--- config.mk ---
export PLATFORM = sky130hd
export DESIGN_NAME = apb_wait_slave
export DESIGN_NICKNAME = d
export VERILOG_FILES = /design/src/rtl/apb_wait_slave.sv
export SDC_FILE = /design/constraint.sdc
export NUM_CORES = 2
export LEC_CHECK = 0
export ABC_CLOCK_PERIOD_IN_PS = 2400
export BUFFER_PORTS_ARGS = -buffer_cell sky130_fd_sc_hd__clkbuf_2
export CORE_UTILIZATION = 55
export DETAILED_ROUTE_END_ITERATION = 8
export PLACE_DENSITY = 0.73
export SYNTH_ARGS = -nofsm -noshare
export SYNTH_HDL_FRONTEND = slang
export SYNTH_SLANG_ARGS = --single-unit
--- constraint.sdc ---
create_clock -name clk -period 2.4 [get_ports clk]
set_input_delay 0.48 -clock clk [delete_from_list [all_inputs] [get_ports clk]]
set_output_delay 0.48 -clock clk [all_outputs]
set_load 0.005 [all_outputs]
--- src/rtl/apb_wait_slave.sv ---
// APB completer with a 256 x 8 register file, a fixed number of wait states per access
// and PSLVERR for offsets above a programmable limit.
module apb_wait_slave #(
  parameter int unsigned WAIT_CYCLES = 2,
  parameter logic [7:0]  ADDR_LIMIT  = 8'd191,
  parameter int unsigned CNT_W       = 4
) (
  input  logic       clk,
  input  logic       reset,
  input  logic       PSEL,
  input  logic       PENABLE,
  input  logic       PWRITE,
  input  logic [8:0] PADDR,
  input  logic [7:0] PWDATA,
  output logic [7:0] PRDATA,
  output logic       PREADY,
  output logic       PSLVERR
);

  typedef enum logic [1:0] {StIdle, StWait, StDone} state_e;

  localparam logic [CNT_W-1:0] WaitLoad = CNT_W'(WAIT_CYCLES);

  state_e           state_q, state_d;
  logic [CNT_W-1:0] cnt_q, cnt_d;
  logic [7:0]       addr_q, addr_d;
  logic [7:0]       wdata_q, wdata_d;
  logic             write_q, write_d;
  logic [7:0]       mem_q [256];

  logic             ready_d, err_d;
  logic [7:0]       rdata_d;
  logic             mem_we;
  logic             setup, access, addr_err;
  logic             unused_sel;

  assign setup      = PSEL && !PENABLE;
  assign access     = PSEL && PENABLE;
  assign addr_err   = addr_q > ADDR_LIMIT;
  // Bit 8 only selects this slave at the master; the offset is bits [7:0].
  assign unused_sel = PADDR[8];

  always_ff @(posedge clk) begin
    if (reset) begin
      state_q <= StIdle;
      cnt_q   <= '0;
      addr_q  <= '0;
      wdata_q <= '0;
      write_q <= 1'b0;
      PREADY  <= 1'b0;
      PSLVERR <= 1'b0;
      PRDATA  <= '0;
    end else begin
      state_q <= state_d;
      cnt_q   <= cnt_d;
      addr_q  <= addr_d;
      wdata_q <= wdata_d;
      write_q <= write_d;
      PREADY  <= ready_d;
      PSLVERR <= err_d;
      PRDATA  <= rdata_d;
    end
  end

  always_ff @(posedge clk) begin
    if (reset) begin
      for (int i = 0; i < 256; i++) mem_q[i] <= '0;
    end else if (mem_we) begin
      mem_q[addr_q] <= wdata_q;
    end
  end

  always_comb begin
    state_d = state_q;
    cnt_d   = cnt_q;
    addr_d  = addr_q;
    wdata_d = wdata_q;
    write_d = write_q;
    unique case (state_q)
      StIdle, StDone: begin
        state_d = StIdle;
        if (setup) begin
          addr_d  = PADDR[7:0];
          wdata_d = PWDATA;
          write_d = PWRITE;
          cnt_d   = WaitLoad;
          state_d = StWait;
        end
      end
      StWait: begin
        if (!PSEL) begin
          state_d = StIdle;
        end else if (PENABLE) begin
          if (cnt_q != '0) cnt_d = cnt_q - 1'b1;
          else             state_d = StDone;
        end
      end
      default: state_d = StIdle;
    endcase
  end

  always_comb begin
    ready_d = 1'b0;
    err_d   = 1'b0;
    rdata_d = '0;
    mem_we  = 1'b0;
    unique case (state_q)
      StWait: begin
        if (access && cnt_q == '0) begin
          ready_d = 1'b1;
          err_d   = addr_err;
          if (!addr_err && !write_q) rdata_d = mem_q[addr_q];
        end
      end
      // The master completes on the edge that ends the PREADY cycle.
      StDone:  mem_we = write_q && !addr_err;
      default: ;
    endcase
  end

endmodule
Word-level counts from Yosys, hierarchy flattened
Memory sizes are Yosys's and may differ from the RTL's. A register that Yosys moved wholly into a read port is not among the register bits.
Cells that the tools add are included.
Widths: inputs -> output; s select.
- register bits after elaboration: 25
- bits in latches: 0
- bits in writable memories: 2048
- memory bits (read-only): 0
- input port bits: 22
- output and inout bits: 10
- word-level logic and storage cells: 61
- memories kept: 1
- memories (memory ; depth ; width ; read ports ; clocked after memory_dff ; wr ports ; line ; RTL):
    mem_q ; 256 ; 8 ; 1 ; 1 ; 256 ; 29 ; logic [7:0] mem_q [256];
- $add $sub $neg: 1
- $mul: 0
- div/mod/pow operators: 0
- $lt $le $gt $ge: 1
- equality and inequality tests: 8
- shift operators: 0
- muxes and demuxes: 20
- bitwise logic cells: 3
- reduce and logical (&&, ||, !) cells: 20
- operators with widths (cell ; number):
    $mux 4 ; 4
    $mux 8 ; 2
    $mux 1 ; 9
    $gt 8x8->1 const B ; 1
    $ne 2x2->1 const B ; 4
    $pmux 4 s2 ; 1
    $reduce_or 8->1 ; 1
    $mux 2 ; 3
    $ne 3x3->1 const B ; 2
    $logic_and 1x1->1 ; 5
    $reduce_and 5->1 ; 1
    $logic_not 4->1 ; 1
    $pmux 2 s2 ; 1
    $reduce_and 2->1 ; 2
    $reduce_bool 4->1 ; 1
    $reduce_or 2->1 ; 2
    $reduce_or 4->1 ; 1
    $sub 4x1->4 const B ; 1
    $logic_not 1->1 ; 3
    $not 1->1 ; 3
    $reduce_or 3->1 ; 1
    $eq 2x1->1 const B ; 1
    $eq 2x2->1 const B ; 1
    $logic_not 2->1 ; 1
    $reduce_bool 2->1 ; 1

Logic depth before layout (Yosys ltp)
- depth after elaboration: 9
- mapped depth: 10
- depth with buffers taken out: 9

Least setup slack after synthesis
OpenSTA, ideal clock, no wires.
- path type: in2reg
- start: in reset
- end: mem mem_q[12][0], enable pin
- setup time: 0.326 ns
- data arrival time: 2.114 ns
- required time: 2.074 ns
- path slack: -0.040 ns
- stages: 7
- path buffers: 2
- cell sequence: clkbuf_1 -> nor2_1 -> nand4_1 -> or3_1 -> nor2_1 -> clkbuf_1 -> a21o_1
- RTL lines (element ; line ; RTL):
    start: declaration ; 9 ; input logic reset,
    end: declaration ; 29 ;

Final worst setup path
- start: reg addr_q[0]
- end: reg PRDATA[4]
- word-level cells in the longest chain between the ends: 5
- RTL lines (element ; line ; RTL):
    start: declaration ; 26 ; logic [7:0] addr_q, addr_d;
    start signal: assignment ; 56 ; addr_q <= addr_d;
    $gt 8x8->1 ; 39 ; assign addr_err = addr_q > ADDR_LIMIT;
    $logic_not 1->1 ; 112 ; if (!addr_err && !write_q) rdata_d = mem_q[addr_q];
    $logic_and 1x1->1 ; 112 ;
    $not 1->1 (no source line) ; n/a ;
    $reduce_or 4->1 (no source line) ; n/a ;
    end signal: assignment ; 61 ; PRDATA <= rdata_d;
    end: declaration ; 15 ; output logic [7:0] PRDATA,
Parallel ways exist; a longest one is shown, timed or not.
A chain may end at the register's enable or synchronous reset.

==> flow_metrics.py <==
metrics = {
    "run_status": {
        "status": "finished with violations",
        "failed_checks": "negative setup slack",
    },
    "global_route": {
        "antenna_found_initial": 2,
        "grt_start_max_net_pins": 140,
        "grtUsageTotal_pct": 28.91,
        "grt_pass1_vias": 42650,
        "gr-total-overflow": 0,
        "grt_pass1_wl_um": 280000,
    },
    "yosys": {
        "syn_inst": 4678,
        "synth-xor-area-share_pct": 0.03639,
        "async_reset_ff_share_pct": 0,
        "synth_fa_ha_area_share_pct": 0.01733,
        "syn_nets": 4701,
        "yosysUniqueCellTypes": 52,
        "yosysSeqAreaShare_pct": 64.79,
        "yosys_warnings": 0,
        "synth_edf_count": 1536,
        "synth_top_family_by_area": "simple AND/OR/NAND/NOR gates",
        "synth-simple-area-share_pct": 16.77,
        "muxShareOfSynthArea_pct": 13.08,
        "ys_seq_elements": 1569,
        "synth_compound_area_share_pct": 2.668,
        "synth_area_um2": 72210,
        "synthFlopType": "edfxtp_1",
        "postSynthAreaPerCell_um2": 15.44,
    },
    "layout": {
        "finalNonFillerCells": 6948,
        "postLayoutCellArea_um2": 85140,
        "regArea_um2": 46830,
        "drive_gt1_share_pct": 31.05,
        "multi_input_area_um2": 24280,
        "fin_util_pct": 65.59,
        "n_fill_cell": 8791,
        "area_growth_syn_to_layout_pct": 17.90,
        "fin_nets": 5096,
    },
    "detailed_routing": {
        "drt-vias-per-instance": 6.151,
        "dr.first_iter.drc_count": 5115,
        "avgRoutedWirePerCell_um": 27.07,
        "vias": 42730,
        "routed_wl_um": 188100,
        "drc_errors": 0,
        "postRouteAntennaNets": 0,
        "dr.pass1.iters": 5,
    },
    "sta": {
        "finalSetupViolations": 8,
        "finalCritPeriodShare_pct": 115.8,
        "max-slew-margin-rel_pct": 42.56,
        "rsz0062_at_grt": "true",
        "max_freq_ghz": 0.3597,
        "worst_pin_slew_ns": 0.8598,
        "period_minus_slack_ns": 2.780,
        "fin_ws_ns": -0.3804,
        "hold_viol": 0,
        "finClkSkew_ns": 0.02989,
        "finalMaxSlewViolations": 0,
    },
    "clocking": {
        "cts_max_path_buffers": 3,
        "h-tree-depth": 4,
        "root_buffer": "clkbuf_16",
        "cts_num_sinks": 1569,
        "worst_skew_pair.late_latency_ns": 0.81,
        "numCtsBuffers": 159,
        "clkTransAtPathRegs_ns": 0.06,
        "tritoncts": "yes",
    },
    "power_and_ir_drop": {
        "leakagePower_nw": 31.98,
        "power.total_w": 0.05992,
        "powerDensity_nw_per_um2": 703.8,
        "peakVddDrop_mv": 0.7795,
    },
    "setup_path": {
        "required_ns": 3.09,
        "ff2ff_path_depth": 10,
        "worst_setup_path_start_kind": "flip-flop",
        "crit_chain": "buf_12 > buf_16 > buf_12 > buf_12 > mux4_2 > mux4_2 > a22o_1 > o21ai_2 > buf_4 > a31oi_1",
        "crit_top_cell": "buf_12",
        "timing.rr.end": "PRDATA[4]",
        "cpPeakStageDelay_ns": 0.52,
        "cp_slowest_cell": "mux4_2",
        "arrival_ns": 3.47,
        "r2r_slack_ns": -0.38,
        "critical_path.max_fanout": 7,
        "path_class": "flip-flop to flip-flop",
        "reg2reg_from": "addr_q[0]",
        "cp-end-kind": "flip-flop",
    },
    "placed_design": {
        "placed_cell_area_um2": 78280,
        "placed_cells": 6581,
        "dp_hpwl_um": 122200,
        "portBuffers": 30,
        "gp_congestion": 0.9053,
    },
    "die": {
        "ios": 32,
        "num_rows": 132,
        "start_util_pct": 55.63,
        "die_x_um": 364.4,
        "die_y_um": 364.4,
        "coreArea_um2": 129800,
        "die_area_um2": 132800,
    },
    "min_path": {
        "holdPathEnd": "addr_q[4]",
        "hold_path.class": "input pin to flip-flop",
        "worstHoldPathCells": 3,
        "hold_start": "PADDR[4]",
    },
    "run": {
        "drv_cap": 0,
    },
}
kinds of logic after synthesis:
group	after synthesis
and+or+nand+nor	2007
DFF	1569
buffers and inverters	422
muxes	421
AOI/OAI and AO/OA	255
xor gates and xnor gates	3
adders and majority gates	1
sequential cells by signal (all words and copies together) (netlist names):
signal and count:
PSLVERR 1, PREADY 1, wdata_q 8, mem_q 1536, state_q 2, cnt_q 4, PRDATA 8, write_q 1
addr_q 8
through the flow:
step,setup slack [ns],TNS [ns],hold WS [ns]
6_report,-0.3804,-2.574,0.05983
5_1_grt,-0.4090,-3.598,0.08526
4_1_cts,-0.3409,-2.462,0.01271
3_5_place_dp,-0.5289,-57.58,0.4848
3_3_place_gp,-0.5045,-17.79,0.4722
2_1_floorplan,-0.03957,-9.761,0.4534
power breakdown:
group          internal [W]  switching (W)  total [W]
Combinational       0.00192        0.00243    0.00434
Sequential           0.0309       0.000393     0.0313
Clock                0.0137         0.0106     0.0243
synthesized netlist by cell type, types with 3 or more instances:
cell type | count | area share [%]
o21ai_1 | 7 | 0.049
buf_4 | 23 | 0.24
o211ai_1 | 4 | 0.042
a31oi_1 | 3 | 0.026
or2_2 | 153 | 1.3
dfxtp_1 | 33 | 0.91
inv_1 | 7 | 0.036
and2_1 | 1219 | 11
and3_1 | 322 | 2.8
nor2b_1 | 18 | 0.16
nand3_1 | 6 | 0.042
a221oi_1 | 49 | 0.59
clkbuf_1 | 306 | 1.6
o21bai_1 | 3 | 0.031
a22o_1 | 54 | 0.65
a21oi_1 | 26 | 0.18
edfxtp_1 | 1536 | 64
nand2_1 | 71 | 0.37
mux4_2 | 418 | 13
o21ai_0 | 4 | 0.028
buf_6 | 22 | 0.34
nand3b_1 | 5 | 0.052
a21o_1 | 41 | 0.43
nor2_1 | 116 | 0.60
nand2b_1 | 10 | 0.087
xnor2_1 | 3 | 0.036
nor3_1 | 11 | 0.076
buf_1 | 18 | 0.094
a211oi_1 | 5 | 0.052
a22oi_1 | 24 | 0.25
o22ai_1 | 28 | 0.24
nor2_2 | 62 | 0.54
buf_2 | 42 | 0.29
a2111oi_0 | 3 | 0.036
per-layer routing:
metal | vias up | track usage (%) | share of wire [%] | routed length (um)
met2 | 2124 | 45.71 | 48 | 90030
met5 | - | 0 | 0 | 0
met3 | 350 | 5.321 | 9.4 | 17590
met1 | 21910 | 40.35 | 39 | 73390
met4 | 0 | 10.83 | 3.8 | 7074
li1 | 18350 | - | - | -
layout by cell type (no fill, tap or decap), drive strengths merged, types with 6 or more instances in the layout:
| cell type | instances |
|---|---|
| nand2b | 10 |
| o21ai | 11 |
| inv | 17 |
| nor2b | 18 |
| buf | 597 |
| nor2 | 178 |
| a22o | 54 |
| dlygate4sd3 | 18 |
| nand3 | 6 |
| edfxtp | 1536 |
| a22oi | 24 |
| a221oi | 50 |
| nor3 | 13 |
| o22ai | 28 |
| clkinv | 65 |
| and2 | 1219 |
| bufinv | 11 |
| a21oi | 26 |
| or2 | 153 |
| and3 | 322 |
| dfxtp | 33 |
| a21o | 41 |
| nand2 | 71 |
| clkinvlp | 7 |
| clkbuf | 233 |
| mux4 | 418 |
worst max path at each step:
stage          slack [ns]            to  startpoint
2_1_floorplan       -0.04  mem_q[12][0]       reset
3_3_place_gp        -0.50     PRDATA[4]   addr_q[0]
3_5_place_dp        -0.53     PRDATA[4]   addr_q[0]
4_1_cts             -0.34     PRDATA[4]   addr_q[0]
5_1_grt             -0.41     PRDATA[4]   addr_q[0]
6_report            -0.38     PRDATA[4]   addr_q[0]
cell type report:
class / count / share of cell area, %
clock buffer: 202 / 4.950
multi-input combinational: 2687 / 28.52
sequential: 1569 / 55.00
clock inverter: 91 / 0.9626
tap: 1742 / 2.560
antenna: 1 / 0.002939
timing repair buffer: 647 / 7.964
inverter: 9 / 0.03968
critical path: cells and delay by family, from the launching register on:
family,cells,cell delay [ns]
muxes,2,1.00
DFF,1,0.39
AOI/OAI and AO/OA,3,0.50
buffers and inverters,5,0.76
what timing repair did:
item / 4_1_cts / 5_1_grt
resized for setup: 118 / 106
pin swaps: 30 / 24
hold endpoints to repair: 17 / 0
hold buffers: 18 / 0
setup endpoints to repair: 445 / 1225
cloned: 11 / 1
setup buffers: 40 / 13
Note: power is estimated with default switching activity, not from simulation.
